--- src/rtl/hazard_unit_mc.sv ---
// Hazard unit for the 5-stage MIPS pipeline: D/E forwarding selects, load-use and
// branch-compare stalls, a mult/div occupancy scoreboard and a saturating stall counter.
module hazard_unit_mc #(
    parameter int AW     = 5,
    parameter int MD_LAT = 8,
    parameter int SCW    = 16
) (
    input  logic           clk,
    input  logic           reset,
    input  logic [AW-1:0]  rsD,
    input  logic [AW-1:0]  rtD,
    input  logic [AW-1:0]  rsE,
    input  logic [AW-1:0]  rtE,
    input  logic [AW-1:0]  writeregE,
    input  logic [AW-1:0]  writeregM,
    input  logic [AW-1:0]  writeregW,
    input  logic           regwriteE,
    input  logic           regwriteM,
    input  logic           regwriteW,
    input  logic           memtoregE,
    input  logic           memtoregM,
    input  logic           branchD,
    input  logic           mdstartD,
    input  logic           mdreadD,
    input  logic           mdstartE,
    output logic           forwardaD,
    output logic           forwardbD,
    output logic [1:0]     forwardaE,
    output logic [1:0]     forwardbE,
    output logic           stallF,
    output logic           stallD,
    output logic           flushE,
    output logic           mdbusy,
    output logic [SCW-1:0] stallcnt
);

    localparam int CW = (MD_LAT < 1) ? 1 : $clog2(MD_LAT + 1);
    localparam logic [CW-1:0] MD_LOAD = CW'(MD_LAT);

    localparam logic [1:0] FWD_RF  = 2'b00;
    localparam logic [1:0] FWD_W   = 2'b01;
    localparam logic [1:0] FWD_M   = 2'b10;

    // Register 0 is hard-wired zero, so it never matches a destination.
    function automatic logic reg_match(input logic [AW-1:0] src, input logic [AW-1:0] dst);
        return (src != '0) && (src == dst);
    endfunction

    function automatic logic [SCW-1:0] sat_inc(input logic [SCW-1:0] v);
        return (v == '1) ? v : v + SCW'(1);
    endfunction

    function automatic logic [1:0] fwd_sel_e(input logic [AW-1:0] src,
                                             input logic [AW-1:0] dm, input logic wm,
                                             input logic [AW-1:0] dw, input logic ww);
        if (wm && reg_match(src, dm))
            return FWD_M;
        else if (ww && reg_match(src, dw))
            return FWD_W;
        else
            return FWD_RF;
    endfunction

    logic [CW-1:0]  r_mdcnt;
    logic [SCW-1:0] r_stallcnt;

    logic w_rsD_matchE, w_rtD_matchE;
    logic w_rsD_matchM, w_rtD_matchM;
    logic w_lwstall, w_brstall, w_mdstall;
    logic w_stall;
    logic w_mdbusy;

    // Forwarding selects are purely combinational and ignore reset.
    always_comb begin
        forwardaD = regwriteM && reg_match(rsD, writeregM);
        forwardbD = regwriteM && reg_match(rtD, writeregM);
        forwardaE = fwd_sel_e(rsE, writeregM, regwriteM, writeregW, regwriteW);
        forwardbE = fwd_sel_e(rtE, writeregM, regwriteM, writeregW, regwriteW);
    end

    always_comb begin
        w_rsD_matchE = reg_match(rsD, writeregE);
        w_rtD_matchE = reg_match(rtD, writeregE);
        w_rsD_matchM = reg_match(rsD, writeregM);
        w_rtD_matchM = reg_match(rtD, writeregM);
    end

    assign w_mdbusy  = (r_mdcnt != '0);

    assign w_lwstall = memtoregE && regwriteE && (w_rsD_matchE || w_rtD_matchE);
    // A branch compares in D, so it must also wait for an ALU result still in E
    // and for load data that is only available after M.
    assign w_brstall = branchD &&
                       ((regwriteE && (w_rsD_matchE || w_rtD_matchE)) ||
                        (memtoregM && (w_rsD_matchM || w_rtD_matchM)));
    assign w_mdstall = (mdreadD || mdstartD) && (w_mdbusy || mdstartE);

    assign w_stall   = !reset && (w_lwstall || w_brstall || w_mdstall);

    assign stallF    = w_stall;
    assign stallD    = w_stall;
    assign flushE    = w_stall;
    assign mdbusy    = w_mdbusy;
    assign stallcnt  = r_stallcnt;

    // Occupancy counter: a new op only loads when idle; an overlapping start is ignored.
    always_ff @(posedge clk) begin
        if (reset)
            r_mdcnt <= '0;
        else if (mdstartE && !w_mdbusy)
            r_mdcnt <= MD_LOAD;
        else if (w_mdbusy)
            r_mdcnt <= r_mdcnt - CW'(1);
    end

    always_ff @(posedge clk) begin
        if (reset)
            r_stallcnt <= '0;
        else if (w_stall)
            r_stallcnt <= sat_inc(r_stallcnt);
    end

endmodule

--- config.mk ---
export PLATFORM = sky130hd
export DESIGN_NAME = hazard_unit_mc
export DESIGN_NICKNAME = d
export VERILOG_FILES = /design/src/rtl/hazard_unit_mc.sv
export SDC_FILE = /design/constraint.sdc
export NUM_CORES = 1
export LEC_CHECK = 0
export ABC_CLOCK_PERIOD_IN_PS = 3350
export CAP_MARGIN = 20
export CORE_MARGIN = 1
export CORE_UTILIZATION = 42
export DETAILED_ROUTE_END_ITERATION = 10
export HOLD_SLACK_MARGIN = 0.15
export MAX_ROUTING_LAYER = met4
export PLACE_DENSITY = 0.81
export SYNTH_ARGS = -nofsm -noshare
export SYNTH_HDL_FRONTEND = slang
export SYNTH_SLANG_ARGS = --single-unit
--- constraint.sdc ---
create_clock -name clk -period 3.35 [get_ports clk]
set_input_delay 0.67 -clock clk [delete_from_list [all_inputs] [get_ports clk]]
set_output_delay 0.67 -clock clk [all_outputs]
set_load 0.1 [all_outputs]
After elaboration in Yosys (flattened, before gate mapping)
Cells that the tools add are included.
Word-level totals
  bits in registers: 20
  input bits: 46
  word-level logic and storage cells: 60
Cells by class
  add/subtract/negate cells: 2
  eq/ne operators: 9
  mux-type cells: 6
  bitwise gates (word level): 1
  reduce and logical (&&, ||, !) cells: 39
Operators with widths (count)
  equality test 5 bit: 8
  logical AND 1 bit: 22
  nonzero test 5 bit: 4
  adder 16 x 1 -> 16 bit, second input constant: 1
  equality test 16 bit, second input constant: 1
  2-to-1 mux 4 bit: 2
  logical OR 1 bit: 7
  2-to-1 mux 2 bit: 2
  nonzero test 4 bit: 1
  subtractor 4 x 1 -> 4 bit, second input constant: 1
  zero test 1 bit: 2
  2-to-1 mux 1 bit: 2
  AND reduction 2 bit: 1
  nonzero test 2 bit: 1
  OR reduction 2 bit: 1
  inverter 1 bit: 1

Logic depth before layout (Yosys ltp)
Gate-level depths: netlist of the first run.
  depth in word-level cells: 10
  mapped depth: 10
  mapped depth without buffers: 8

Least setup slack after synthesis of the first run
No wires, ideal clock.
  kind: input port to output port
  start point: input rsE[2]
  end point: output forwardaE[0]
  arrival: 5.767 ns
  data required time: 2.680 ns
  setup slack: -3.087 ns
  stages: 4
  cell sequence: xnor2_1 -> nand4_1 -> nor4_1 -> nor4_1
Between the ends
  cells in the longest elaborated chain, start to end: 5
  elaborated cells on any way between the ends: 9
  those cells by class: 2 x eq/ne; 2 x mux; 5 x reduce/logical
Ends and longest elaborated chain
  from (decl): RTL line 12  | input logic [AW-1:0] rsE,
  equality test 5 bit or nonzero test 5 bit (tied branches): RTL line 46  | return (src != '0) && (src == dst);
  logical AND 1 bit: RTL line 46
  logical AND 1 bit: RTL line 58  | else if (ww && reg_match(src, dw))
  2-to-1 mux 1 bit: RTL line 58
  2-to-1 mux 2 bit *: RTL line 56  | if (wm && reg_match(src, dm))
  to (decl): RTL line 28  | output logic [1:0] forwardaE,
Every way passes the cells marked *; elsewhere a longest branch is shown, timed or not.

Worst setup path after layout of the first run
  start point: input rtD[4]
  end point: output flushE
Between the ends
  cells in the longest elaborated chain, start to end: 9
  elaborated cells on any way between the ends: 15
  those cells by class: 2 x eq/ne; 13 x reduce/logical
Ends and longest elaborated chain
  from (decl): RTL line 11  | input logic [AW-1:0] rtD,
  equality test 5 bit or nonzero test 5 bit (tied branches): RTL line 46
  logical AND 1 bit: RTL line 46
  logical OR 1 bit, on equally long branches: RTL line 90, 94, 95
  logical AND 1 bit, on equally long branches: RTL line 94, 95
  logical OR 1 bit: RTL line 94  | ((regwriteE && (w_rsD_matchE || w_rtD_matchE)) ||
  logical AND 1 bit: RTL line 93  | assign w_brstall = branchD &&
  logical OR 1 bit * (2 in a row): RTL line 98  | assign w_stall = !reset && (w_lwstall || w_brstall || w_mdstall);
  logical AND 1 bit *: RTL line 98
  to (decl): RTL line 32  | output logic flushE,
Marks and branches as above.

==> results.yml, run 1 <==
synthesis:
  netlist_area_sq_um: 1650
  synth-seq-cells: 20
  synth-edff-count: 0
  async_flop_share: 0
  ys_types: 41
  postSynthCellCount: 199
  ys_seq_area_frac: 0.243
  synth-main-ff-cell: "dfxtp_1"
  synthesis.nets: 248
  syn_avg_cell_area_sq_um: 8.28
  yosysWarnings: 0
min_path:
  hold_class: "flop to flop"
  holdPathStages: 1
finish:
  multi_input_area_sq_um: 1290
  fillers: 299
  area_delta_synth_final_pct: 62.5
  drive_gt1_frac: 0.244
  nets: 330
  n_antenna_cell: 0
  seq_area_sq_um: 400
grt:
  grt_max_degree: 28
  track_usage: 0.232
  grt_pass1_vias: 1739
  grt_pass1_wl_um: 7460
  antenna_found_initial: 0
  grt-ovfl-total: 0
floorplan:
  die_h_um: 64.6
  io_pins: 72
  core_area_sq_um: 3720
  die_w_um: 64.6
  dieArea_sq_um: 4180
  rows: 22
  start_util: 0.443
worst_setup_path:
  critPathMaxFanout: 3
  r2r_cells: 10
  reg2reg_from: "r_mdcnt[0]"
  crit_path_start_kind: "input pin"
  endpoint: "flushE"
  critPathKind: "input pin to primary output"
  ff2ff_setup_slack_ps: 850
  critPathArrivalTime_ps: 2540
  critPathLaunch: "rtD[4]"
  r2r_end: "stallcnt[9]"
  critical_path_required_ps: 2680
  end_kind: "primary output"
timing:
  rsz0062_at_grt: "false"
  maxSlewHeadroom: 0.591
  post-route-period-util: 0.958
  finalClockSkew_ps: 8.42
  fin_ws_ps: 142
  fmax_mhz: 312
  finalHoldViolations: 0
  final-max-slew-violation-count: 0
  worst_pin_slew_ps: 610
  finalSetupViolCount: 0
  fin_crit_ps: 3210
cts:
  h-tree-depth: 1
  numCtsBuffers: 3
  clkTransAtPathRegs_ps: 60
  cts_sinks: 20
  cts_tree: "yes"
  root_buffer: "clkbuf_8"
  clk_latency_ps: 250
  clockBufferDepth: 2
routing:
  drt_iter0_markers: 127
  wirelength_um: 4370
  vias: 1823
  drc: 0
  drtPass1Iterations: 4
  wl_per_cell_um: 13.4
  antenna_left: 0
  vias_per_cell: 5.57
power:
  total_power_mw: 1.07
  ir_drop_mv: 0.205
  p_leak_nw: 1.02
  p_per_area_nw_per_um2: 400
outcome:
  status: "finished, final reports clean"
placement:
  globalplace.congestion: 0.843
  port_buffers: 71
  hpwlAfterDp_um: 3540
  dp_slack_ps: -120
job:
  max-cap-violations: 0
## where the power goes
group / switching [mW] / internal (mW)
Clock: 0.0735 / 0.0799
Combinational: 0.392 / 0.227
Sequential: 0.0302 / 0.269
## kinds of logic (layout without fill, tap and decap cells)
group	count (synthesis)	count (layout)	share of synthesized area
multiplexers	4	4	0.0266
flip-flops	20	20	0.243
AO/OA/AOI/OAI	34	34	0.161
AND/OR/NAND/NOR	83	83	0.282
XOR/XNOR	41	41	0.218
adder cells (fa/ha/maj)	3	3	0.0228
buffers and inverters	14	94	0.0463
## how the worst min path moves through the flow
stage	from	to	slack [ps]
global route	r_mdcnt[3]	r_mdcnt[3]	490
CTS	r_mdcnt[3]	r_mdcnt[3]	470
detailed placement	r_mdcnt[3]	r_mdcnt[3]	460
finish	r_mdcnt[3]	r_mdcnt[3]	470
global placement	r_mdcnt[3]	r_mdcnt[3]	460
floorplan	r_mdcnt[3]	r_mdcnt[3]	440
## cells in the final DEF (no fill, tap or decap), types with 4 or more instances in the layout
cell type,synthesis,final
nor2_1,12,7
nand3_1,14,14
clkdlybuf4s50_1,0,37
a21oi_1,8,8
dlygate4sd2_1,0,6
nand4_1,5,5
o31a_1,4,4
buf_4,2,32
o21a_1,6,6
nand2_1,7,7
xor2_1,15,15
xnor2_1,26,26
inv_1,4,4
buf_12,0,9
nor4_4,0,4
and3_1,8,8
dfxtp_1,20,20
nor4_1,13,7
## registers in the layout, summed over array words and instances (netlist names)
register / count
stallcnt: 16
r_mdcnt: 4
## critical path, cell delays in order
cell	delay, ps
dlygate4sd2_1	250
or4_4	560
nor2_4	110
nor4_1	50
o221a_2	260
a311oi_4	340
nor2_4	100
buf_12	180
## layer usage
layer,global-route usage,part of all wire,vias to the layer above
met5,-,0,-
met4,0.0972,0.019,0
met3,0.0458,0.065,10
met2,0.422,0.51,72
met1,0.243,0.40,847
li1,-,-,894
## layout make-up
cell class	count	share of cell area
multi-input cells	165	0.481
repair buffers	86	0.324
flip-flops and latches	20	0.150
well taps	48	0.0224
clock buffers	3	0.0154
inverters	5	0.00701
## metrics by stage
step / std cells / setup TNS, ps / hold slack (ps) / util / cell area, sq um
final: 327 / 0 / 472 / 0.721 / 2680
after global routing: 327 / 0 / 491 / 0.721 / 2680
after CTS: 327 / 0 / 472 / 0.714 / 2660
after detailed placement: 323 / -490 / 456 / 0.697 / 2590
after global placement: 323 / -68.4 / 459 / 0.697 / 2590
after floorplan: 199 / -113 / 439 / - / 1720
## cells in the mapped netlist, drive strengths merged, types with 4 or more instances
master | number | share of area
xor2 | 15 | 0.080
buf | 5 | 0.026
dfxtp | 20 | 0.24
inv | 4 | 0.0091
nand3 | 14 | 0.043
nand2 | 7 | 0.016
nor2 | 13 | 0.031
clkbuf | 4 | 0.0091
o31a | 6 | 0.033
nand4 | 5 | 0.019
o21a | 6 | 0.027
or4 | 7 | 0.034
nor3 | 5 | 0.015
a21oi | 8 | 0.024
and3 | 8 | 0.030
nor4 | 13 | 0.049
xnor2 | 26 | 0.14
## what timing repair did
item / in CTS / in global routing
hold buffers: 0 / 0
pin swaps: 8 / 6
setup endpoints to repair: 3 / 6
setup buffers: 1 / 0
endpoints found under the hold margin: 0 / 0
resized for setup: 12 / 6
Power figures use the tool's default switching activity.
==> inputs of run 2 (changes only) <==
TNS_END_PERCENT = 10   (was unset)
==> run 2 against run 1 <==
  * Power is 0.26% lower
  * Critical path type unchanged
  * Sequential share of layout area is 0.14 points lower
  * Largest cell class unchanged
  * Largest power group unchanged
  * Die area stayed put
  * Combinational power hardly changed
==> results.yml, run 2 (synthesis gave the netlist of run 1 again) <==
routing:
  antenna_left: 0
  drt_iter0_markers: 98
  dr_wl_met2_um: 2360
  vias: 1806
  vias_per_cell: 5.47
  wirelength_um: 4480
  wl_per_cell_um: 13.6
  drtPass1Iterations: 4
  wl_met3_um: 301
  drc: 0
  highest_layer: "met4"
  wl_met1_um: 1790
timing:
  worst_pin_slew_ps: 397
  final-max-slew-violation-count: 0
  rsz0062_at_grt: "false"
  finalHoldViolations: 0
  post-route-period-util: 0.961
  maxSlewHeadroom: 0.733
  fin_crit_ps: 3220
  finalClockSkew_ps: 2.63
  fmax_mhz: 311
  fin_ws_ps: 132
  finalSetupViolCount: 0
finish:
  area_delta_synth_final_pct: 64.0
  fin_cells: 330
  final_cell_mix: "clkdlybuf4s50_1, buf_4, xnor2_1"
  n_antenna_cell: 0
  drive_gt1_frac: 0.241
  largest_reg_flops: 16
  mostFrequentLayoutCell: "clkdlybuf4s50_1"
  final_util: 0.727
  nets: 333
  finish.instance_area_sq_um: 2700
cts:
  clockBufferDepth: 2
  cts_tree: "yes"
  h-tree-depth: 1
  root_buffer: "clkbuf_8"
  numCtsBuffers: 3
  hold_buffers: 0
  clk_latency_ps: 250
  clkTransAtPathRegs_ps: 70
  cts_sinks: 20
placement:
  hpwlAfterDp_um: 3690
  dpl.cell_count: 327
  port_buffers: 71
  placedInstanceArea_sq_um: 2620
  dp_slack_ps: -29.6
  globalplace.congestion: 0.787
power:
  total_power_mw: 1.07
  ir_drop_mv: 0.229
  p_leak_nw: 1.06
  p_per_area_nw_per_um2: 396
worst_setup_path:
  critPathMaxFanout: 3
  cp_top_family: "simple AND/OR/NAND/NOR gates"
  ff2ff_setup_slack_ps: 930
  r2r_end: "stallcnt[5]"
  path_cells: "clkdlybuf4s50_1, or4_4, nor2_4, nor4_1, o221a_2, a311oi_4, nor2_4, buf_12"
  crit_buf_inv: 2
  critPathArrivalTime_ps: 2550
  cpMaxStageDelayCell: "or4_4"
  end_kind: "primary output"
  r2r_cells: 9
  critical_path_required_ps: 2680
  max_stage_delay_ps: 430
  critPathKind: "input pin to primary output"
  crit_top_cell: "nor2_4"
  reg2reg_from: "r_mdcnt[0]"
  crit_path_start_kind: "input pin"
grt:
  grt_pass1_vias: 1769
  antenna_found_initial: 0
  track_usage: 0.231
  grt_pass1_wl_um: 7440
  grt_max_degree: 28
  grt-ovfl-total: 0
min_path:
  hold_class: "flop to flop"
  min_to: "r_mdcnt[3]"
  holdPathStages: 1
  hold_path_startpoint: "r_mdcnt[3]"
floorplan:
  start_util: 0.443
  core_area_sq_um: 3720
  die_h_um: 64.6
  rows: 22
  die_w_um: 64.6
  dieArea_sq_um: 4180
  io_pins: 72
outcome:
  status: "finished, final reports clean"
job:
  max-cap-violations: 0
-- run 2: cell types whose count changed in the layout (fill, tap and decap cells not counted), sizes merged --
cell           delta
dlygate4sd2       -4
buf               +3
clkdlybuf4s50     +1
dlymetal6s2s      +3
-- run 2: metal layers --
metal | up-vias | track usage
met5 | - | -
met1 | 837 | 0.245
li1 | 905 | -
met3 | 2 | 0.0528
met2 | 62 | 0.438
met4 | 0 | 0.0417
-- run 2: worst max-delay path by stage --
stage               startpoint           end  slack [ps]  cells past startpoint
floorplan               rsE[1]  forwardaE[0]        -110                      4
global placement        rsD[1]        stallF          -2                      8
detailed placement      rsD[1]        stallD         -30                      8
CTS                     rsD[1]        stallD           8                      8
global route            rtD[3]        stallD          60                      8
finish                  rtD[3]        stallD         130                      8
-- run 2: area by class of cell --
class | count | area (sq um)
fillers | 284 | 1010
multi-input cells | 165 | 1280
clock buffers | 3 | 41.3
flip-flops and latches | 20 | 400
repair buffers | 89 | 903
well taps | 48 | 60.1
inverters | 5 | 18.8
-- run 2: stage by stage --
stage | hold WS (ps) | TNS [ps]
floorplan | 439 | -225
global placement | 459 | -7.27
detailed placement | 462 | -86.3
CTS | 473 | 0
global route | 522 | 0
finish | 474 | 0
-- run 2: repair_timing --
item / in CTS / in global routing
setup endpoints to repair: 3 / 3
cloned: 0 / 0
setup buffers: 0 / 0
pin swaps: 5 / 7
gates resized for setup: 5 / 10
-- run 2: worst register-to-register path: stages (launching register included) --
cell	delay (ps)
dfxtp_1	320
inv_1	110
ha_1	190
and2_1	260
a21oi_1	110
a41o_2	260
a311oi_4	290
buf_4	340
nor3b_1	110
mux2_1	330
-- run 2: where the power goes --
part	leakage [nW]	internal [mW]	switching [mW]
combinational	0.873	0.227	0.388
sequential	0.163	0.269	0.0309
clock	0.0216	0.0799	0.0738
total	1.06	0.576	0.493
